<file path="config.mk">
export PLATFORM = sky130hd
export DESIGN_NAME = mdu_div_ctrl_flat
export DESIGN_NICKNAME = d
export VERILOG_FILES = /design/src/rtl/mdu_div_if.sv /design/src/rtl/mdu_div_ctrl.sv /design/src/flat_wrapper.sv
export SDC_FILE = /design/constraint.sdc
export NUM_CORES = 1
export LEC_CHECK = 0
export CAP_MARGIN = 5
export CORE_ASPECT_RATIO = 0.75
export CORE_MARGIN = 3
export CORE_UTILIZATION = 30
export CTS_BUF_LIST = sky130_fd_sc_hd__clkbuf_4 sky130_fd_sc_hd__clkbuf_8
export DETAILED_ROUTE_END_ITERATION = 16
export PLACE_DENSITY = 0.53
export SYNTH_ARGS = -nofsm -noshare
export SYNTH_HDL_FRONTEND = slang
export SYNTH_SLANG_ARGS = --single-unit
</file>
<file path="constraint.sdc">
create_clock -name clk -period 9.53 [get_ports clk]
set_input_delay 0.953 -clock clk [delete_from_list [all_inputs] [get_ports clk]]
set_output_delay 0.953 -clock clk [all_outputs]
set_load 0.05 [all_outputs]
</file>
<file path="src/rtl/mdu_div_if.sv">
// Request/response bundle between the execute stage and the divide sequencer.
interface mdu_div_if #(
  parameter int XLEN = 64
);
  logic            in_valid;
  logic            in_ready;
  logic [1:0]      op;
  logic            word;
  logic [XLEN-1:0] a;
  logic [XLEN-1:0] b;
  logic            flush;
  logic            out_valid;
  logic            out_ready;
  logic [XLEN-1:0] result;
  logic            busy;

  modport master (
    output in_valid, op, word, a, b, flush, out_ready,
    input  in_ready, out_valid, result, busy
  );

  modport slave (
    input  in_valid, op, word, a, b, flush, out_ready,
    output in_ready, out_valid, result, busy
  );
endinterface

</file>
<file path="src/rtl/mdu_div_ctrl.sv">
// RV64M divide sequencer: radix-2 restoring DIV/DIVU/REM/REMU (+W) with
// early exit for divide-by-zero and signed overflow.
module mdu_div_ctrl #(
  parameter int XLEN = 64
) (
  input logic       clk,
  input logic       reset,
  mdu_div_if.slave  bus
);

  localparam int CW = $clog2(XLEN);

  typedef enum logic [1:0] {IDLE, CALC, DONE} state_t;

  state_t          state;
  logic            is_rem;
  logic            word_q;
  logic            q_neg;
  logic            r_neg;
  logic [XLEN-1:0] rem;
  logic [XLEN-1:0] quot;
  logic [XLEN-1:0] dvs;
  logic [CW-1:0]   cnt;

  // W results are always the sign-extended low word, unsigned ops included.
  function automatic logic [XLEN-1:0] fix_w(input logic [XLEN-1:0] v, input logic w);
    return w ? {{(XLEN-32){v[31]}}, v[31:0]} : v;
  endfunction

  function automatic logic [XLEN-1:0] cond_neg(input logic [XLEN-1:0] v, input logic n);
    return n ? (~v + 1'b1) : v;
  endfunction

  logic                   sgn;
  logic                   fire;
  logic signed [XLEN-1:0] ext_a;
  logic signed [XLEN-1:0] ext_b;
  logic signed [XLEN-1:0] min_val;
  logic                   a_neg;
  logic                   b_neg;
  logic [XLEN-1:0]        abs_a;
  logic [XLEN-1:0]        abs_b;
  logic                   div_zero;
  logic                   ovf;
  logic [XLEN-1:0]        sp_res;

  assign sgn  = ~bus.op[0];
  assign fire = bus.in_valid && (state == IDLE) && !bus.flush;

  always_comb begin
    ext_a   = bus.a;
    ext_b   = bus.b;
    min_val = {1'b1, {(XLEN-1){1'b0}}};
    if (bus.word) begin
      ext_a   = sgn ? {{(XLEN-32){bus.a[31]}}, bus.a[31:0]} : {{(XLEN-32){1'b0}}, bus.a[31:0]};
      ext_b   = sgn ? {{(XLEN-32){bus.b[31]}}, bus.b[31:0]} : {{(XLEN-32){1'b0}}, bus.b[31:0]};
      min_val = {{(XLEN-31){1'b1}}, {31{1'b0}}};
    end
  end

  assign a_neg    = sgn & ext_a[XLEN-1];
  assign b_neg    = sgn & ext_b[XLEN-1];
  assign abs_a    = cond_neg(ext_a, a_neg);
  assign abs_b    = cond_neg(ext_b, b_neg);
  assign div_zero = (ext_b == '0);
  assign ovf      = sgn && (ext_a == min_val) && (ext_b == '1);
  assign sp_res   = div_zero ? (bus.op[1] ? ext_a : '1) : (bus.op[1] ? '0 : ext_a);

  // Single XLEN+1 trial subtract; a set top bit of the shifted remainder already
  // guarantees it exceeds the divisor, so only the low XLEN+1 bits are needed.
  logic [XLEN:0]   rem_sh;
  logic [XLEN:0]   diff;
  logic            keep;
  logic [XLEN-1:0] rem_nx;
  logic [XLEN-1:0] quot_nx;
  logic            last_step;

  assign rem_sh    = {rem, quot[XLEN-1]};
  assign diff      = rem_sh - {1'b0, dvs};
  assign keep      = rem_sh[XLEN] | ~diff[XLEN];
  assign rem_nx    = keep ? diff[XLEN-1:0] : rem_sh[XLEN-1:0];
  assign quot_nx   = {quot[XLEN-2:0], keep};
  assign last_step = (cnt == (word_q ? CW'(31) : CW'(XLEN-1)));

  always_ff @(posedge clk) begin
    if (reset) begin
      state         <= IDLE;
      bus.in_ready  <= 1'b1;
      bus.out_valid <= 1'b0;
      bus.busy      <= 1'b0;
      bus.result    <= '0;
      is_rem        <= 1'b0;
      word_q        <= 1'b0;
      q_neg         <= 1'b0;
      r_neg         <= 1'b0;
      rem           <= '0;
      quot          <= '0;
      dvs           <= '0;
      cnt           <= '0;
    end else if (bus.flush) begin
      state         <= IDLE;
      bus.in_ready  <= 1'b1;
      bus.out_valid <= 1'b0;
      bus.busy      <= 1'b0;
    end else begin
      unique case (state)
        IDLE: begin
          if (fire) begin
            is_rem       <= bus.op[1];
            word_q       <= bus.word;
            q_neg        <= a_neg ^ b_neg;
            r_neg        <= a_neg;
            rem          <= '0;
            // W dividends sit in the top half so 32 shifts drain them into rem.
            quot         <= bus.word ? {abs_a[31:0], 32'b0} : abs_a;
            dvs          <= abs_b;
            cnt          <= '0;
            bus.in_ready <= 1'b0;
            bus.busy     <= 1'b1;
            if (div_zero || ovf) begin
              state         <= DONE;
              bus.out_valid <= 1'b1;
              bus.result    <= fix_w(sp_res, bus.word);
            end else begin
              state <= CALC;
            end
          end
        end
        CALC: begin
          rem  <= rem_nx;
          quot <= quot_nx;
          cnt  <= cnt + 1'b1;
          if (last_step) begin
            state         <= DONE;
            bus.out_valid <= 1'b1;
            bus.result    <= fix_w(is_rem ? cond_neg(rem_nx, r_neg) : cond_neg(quot_nx, q_neg), word_q);
          end
        end
        DONE: begin
          if (bus.out_ready) begin
            state         <= IDLE;
            bus.out_valid <= 1'b0;
            bus.in_ready  <= 1'b1;
            bus.busy      <= 1'b0;
          end
        end
        default: begin
          state         <= IDLE;
          bus.in_ready  <= 1'b1;
          bus.out_valid <= 1'b0;
          bus.busy      <= 1'b0;
        end
      endcase
    end
  end

endmodule

</file>
<file path="src/flat_wrapper.sv">
// flat-port wrapper written by rule: the top's interface ports become plain ports
module mdu_div_ctrl_flat 
#(
  parameter int XLEN = 64
)
  (clk, reset, bus_in_valid, bus_op, bus_word, bus_a, bus_b, bus_flush, bus_out_ready, bus_in_ready, bus_out_valid, bus_result, bus_busy);
  mdu_div_if #(.XLEN(XLEN)) bus_i ();
  input logic clk;
  input logic reset;
  input wire logic [$bits(bus_i.in_valid)-1:0] bus_in_valid;
  input wire logic [$bits(bus_i.op)-1:0] bus_op;
  input wire logic [$bits(bus_i.word)-1:0] bus_word;
  input wire logic [$bits(bus_i.a)-1:0] bus_a;
  input wire logic [$bits(bus_i.b)-1:0] bus_b;
  input wire logic [$bits(bus_i.flush)-1:0] bus_flush;
  input wire logic [$bits(bus_i.out_ready)-1:0] bus_out_ready;
  output wire logic [$bits(bus_i.in_ready)-1:0] bus_in_ready;
  output wire logic [$bits(bus_i.out_valid)-1:0] bus_out_valid;
  output wire logic [$bits(bus_i.result)-1:0] bus_result;
  output wire logic [$bits(bus_i.busy)-1:0] bus_busy;
  assign bus_i.in_valid = bus_in_valid;
  assign bus_i.op = bus_op;
  assign bus_i.word = bus_word;
  assign bus_i.a = bus_a;
  assign bus_i.b = bus_b;
  assign bus_i.flush = bus_flush;
  assign bus_i.out_ready = bus_out_ready;
  assign bus_in_ready = bus_i.in_ready;
  assign bus_out_valid = bus_i.out_valid;
  assign bus_result = bus_i.result;
  assign bus_busy = bus_i.busy;
  mdu_div_ctrl #(.XLEN(XLEN)) u_core (.clk(clk), .reset(reset), .bus(bus_i));
endmodule
</file>
==> flow_summary.yaml <==
logic_synthesis:
  async_flop_share_pct: 0
  ys_ff_latch: 271
  synth_seq_area_share_pct: 21.56
  synth-edff-count: 0
  syn_avg_cell_area_sq_um: 6.943
  netlist_area_sq_um: 25170
  ys_types: 100
  ys.flop_type: "dfxtp_1"
  syn-instance-count: 3625
  synth_warnings: 0
  synth.net_count: 3832
timing:
  setup_tns_ns: 0
  finalSetupViolCount: 0
  rsz0062_at_grt: "false"
  post-route-period-util_pct: 73.28
  fmax_ghz: 0.1432
  fin_worst_skew_ns: 0.03731
  fin_worst_hold_slack_ns: 0.4526
  hold_violations: 0
  tightest_slew_ns: 1.196
  period_needed_ns: 6.983
  maxSlewHeadroom_pct: 18.24
  slew_violations: 0
min_path:
  min_path_cells: 2
  hold_path_end: "u_core.dvs[46]"
  hold_class: "reg -> reg"
  hp-start: "u_core.dvs[46]"
clock_network:
  cts_resized: 0
  clockBufferDepth: 3
  cts_hold_buf: 0
  cts_tree: "yes"
  root_buffer: "clkbuf_8"
  clk_pin_slew_ns: 0.06
  insertion_delay_ns: 0.68
  cts.sinks: 271
  post_cts_buffers: 0
  cts_made_buffers: 51
  cts_htree_levels: 2
finish:
  multi_input_area_sq_um: 18240
  final_area_sq_um: 28940
  synthToLayoutAreaGrowth_pct: 15.00
  fin_cells: 4812
  nets: 3869
  n_fill_cell: 9050
  seqCellArea_sq_um: 5429
  drive_gt1_share_pct: 5.632
drt:
  drc_errors: 0
  vias_per_cell: 6.004
  wl_per_cell_um: 24.99
  firstDrtPassIters: 9
  drt_first_iter_violations: 3747
  vias: 28890
  drtAntennaViolNets: 0
  drt_wl_total_um: 120200
setup_path:
  path_max_fanout: 44
  start_kind: "flip-flop"
  cp.required_ns: 10.06
  reg2reg_from: "u_core.dvs[13]"
  worstRegToRegCells: 20
  crit_type: "reg -> reg"
  end_kind: "flip-flop"
  r2r_slack_ns: 2.55
  r2r_end: "u_core.bus.result[58]"
  critPathArrivalTime_ns: 7.51
floorplanning:
  die_h_um: 256.8
  dieArea_sq_um: 87440
  core_sq_um: 82660
  start_util_pct: 30.45
  fp-row-count: 91
  io_pins: 203
  die_x_um: 340.5
power_and_ir_drop:
  total_power_uw: 3440
  p_per_area_nw_per_um2: 118.8
  leakage_uw: 0.01076
  ir_worst_vdd_mv: 0.09642
placed_design:
  dpl_cell_area_sq_um: 27920
  port_buffers: 202
  placed_cells: 4725
  hpwl_um: 93190
  gp_congestion: 0.9896
grt:
  overflow: 0
  grt_start_max_net_pins: 96
  grt_pass1_vias: 25820
  antenna_found_initial: 4
  grt_usage_pct: 26.25
  grt_pass1_wl_um: 177000
run_status:
  status: "finished clean"
flow_run:
  drv_cap: 0
[cell families after synthesis]
| logic type | Yosys count | share of synthesized area [%] |
|---|---|---|
| AOI/OAI and AO/OA | 1201 | 32.23 |
| and+or+nand+nor | 1370 | 25.07 |
| DFF | 271 | 21.56 |
| muxes | 39 | 1.621 |
| buffers and inverters | 396 | 6.219 |
| adders and majority gates | 92 | 4.400 |
| xor gates and xnor gates | 256 | 8.909 |
[worst max-delay path by stage]
stage / slack [ns] / startpoint / depth (start not counted) / to
after detailed placement: 2.79 / bus_b[6] / 14 / u_core.bus.result[54]
final: 2.55 / u_core.dvs[13] / 20 / u_core.bus.result[58]
after floorplan: 3.26 / u_core.quot[63] / 27 / u_core.bus.result[54]
after CTS: 2.75 / u_core.dvs[13] / 20 / u_core.bus.result[54]
after global placement: 2.81 / bus_b[6] / 14 / u_core.bus.result[54]
after global routing: 1.91 / u_core.quot[63] / 22 / u_core.bus.result[58]
[sequential cells by signal, summed over array words and instances, names as in the netlist]
name	count
u_core.dvs	64
u_core.word_q	1
u_core.bus.in_ready	1
u_core.q_neg	1
u_core.r_neg	1
u_core.cnt	6
u_core.rem	64
u_core.is_rem	1
u_core.bus.out_valid	1
u_core.bus.busy	1
u_core.quot	64
u_core.state	2
u_core.bus.result	64
[routing by layer]
layer / share of wire (%) / wire length [um] / global-route usage, % / vias to the layer above
li1: - / - / - / 13450
met1: 46 / 55760 / 39.37 / 13760
met2: 41 / 49380 / 37.87 / 1548
met3: 11 / 12660 / 5.993 / 143
met4: 2.0 / 2451 / 5.242 / 0
met5: 0 / 0 / 0 / -
[synth_stat cells, types with 14 or more instances]
cell type	instances	area, sq um
nor2_1	493	1851
nand2_1	384	1441
a21oi_1	295	1476
dfxtp_1	271	5425
o21ai_0	239	1196
clkbuf_1	192	720.7
xnor2_1	153	1340
inv_1	131	491.7
nor3_1	106	530.5
xor2_1	103	902.1
a211oi_1	79	593.1
o211ai_1	77	578.1
ha_1	70	875.8
nand3_1	69	345.3
nand4_1	66	412.9
o31ai_1	61	457.9
a22oi_1	55	412.9
a21o_1	45	337.8
buf_2	45	225.2
nor4_1	44	275.3
or3_1	40	250.2
or4_1	37	277.8
a222oi_1	33	330.3
a221oi_1	30	262.8
a311oi_1	27	236.5
nand2b_1	27	168.9
o41ai_1	27	236.5
a31oi_1	25	156.4
mux2i_1	25	250.2
and2_1	23	143.9
o21a_1	23	172.7
buf_1	22	82.58
maj3_1	20	200.2
and3_1	18	112.6
a32o_1	17	170.2
o21ai_1	16	80.08
mux2_2	14	157.7
[power breakdown]
part | total, uW | internal [uW] | leakage [uW] | switching, uW
Sequential | 1210 | 1170 | 0.00220 | 43.6
Clock | 1220 | 654 | 0.000543 | 568
Combinational | 1010 | 319 | 0.00802 | 686
Total | 3440 | 2140 | 0.0108 | 1300
[per-stage QoR]
stage / util, % / setup WS, ns
6_report: 35.01 / 2.547
5_1_grt: 35.01 / 1.913
4_1_cts: 35.00 / 2.754
3_5_place_dp: 33.77 / 2.791
3_3_place_gp: 33.77 / 2.811
2_1_floorplan: - / 3.263
[cells in the final DEF, fill, tap and decap left out, types with 69 or more instances in the layout]
master,Yosys,final
a211oi_1,79,79
a21oi_1,295,294
clkdlybuf4s50_1,0,199
dfxtp_1,271,268
ha_1,70,70
inv_1,131,131
nand2_1,384,384
nand3_1,69,69
nor2_1,493,489
nor3_1,106,105
o211ai_1,77,77
o21ai_0,239,239
xnor2_1,153,153
xor2_1,103,103
[area by class of cell]
type                            instances  share of cell area (%)
Timing Repair Buffer                  246                   8.114
Multi-Input combinational cell       2958                   63.03
Antenna cell                            3                 0.02594
Tap cell                             1116                   4.824
Clock inverter                          8                  0.2464
Clock buffer                           76                   3.268
Inverter                              134                   1.738
Sequential cell                       271                   18.76
[worst max-delay path, cell delays in order, from the launching register on]
cell	delay [ns]
dfxtp_1	0.33
inv_1	0.05
ha_1	0.45
a21oi_1	0.35
o21ai_1	0.17
a22oi_1	0.31
nand3_1	0.26
o211ai_2	0.60
nand2_4	0.45
o21ai_0	0.48
ha_1	0.33
inv_1	0.10
nor3_1	0.46
nand2_1	0.10
or3_1	0.39
o32ai_1	0.71
nand4_1	0.28
o41ai_1	0.50
xnor2_1	0.14
a221oi_1	0.25
o21ai_0	0.11
Note: power is estimated with default switching activity, not from simulation.
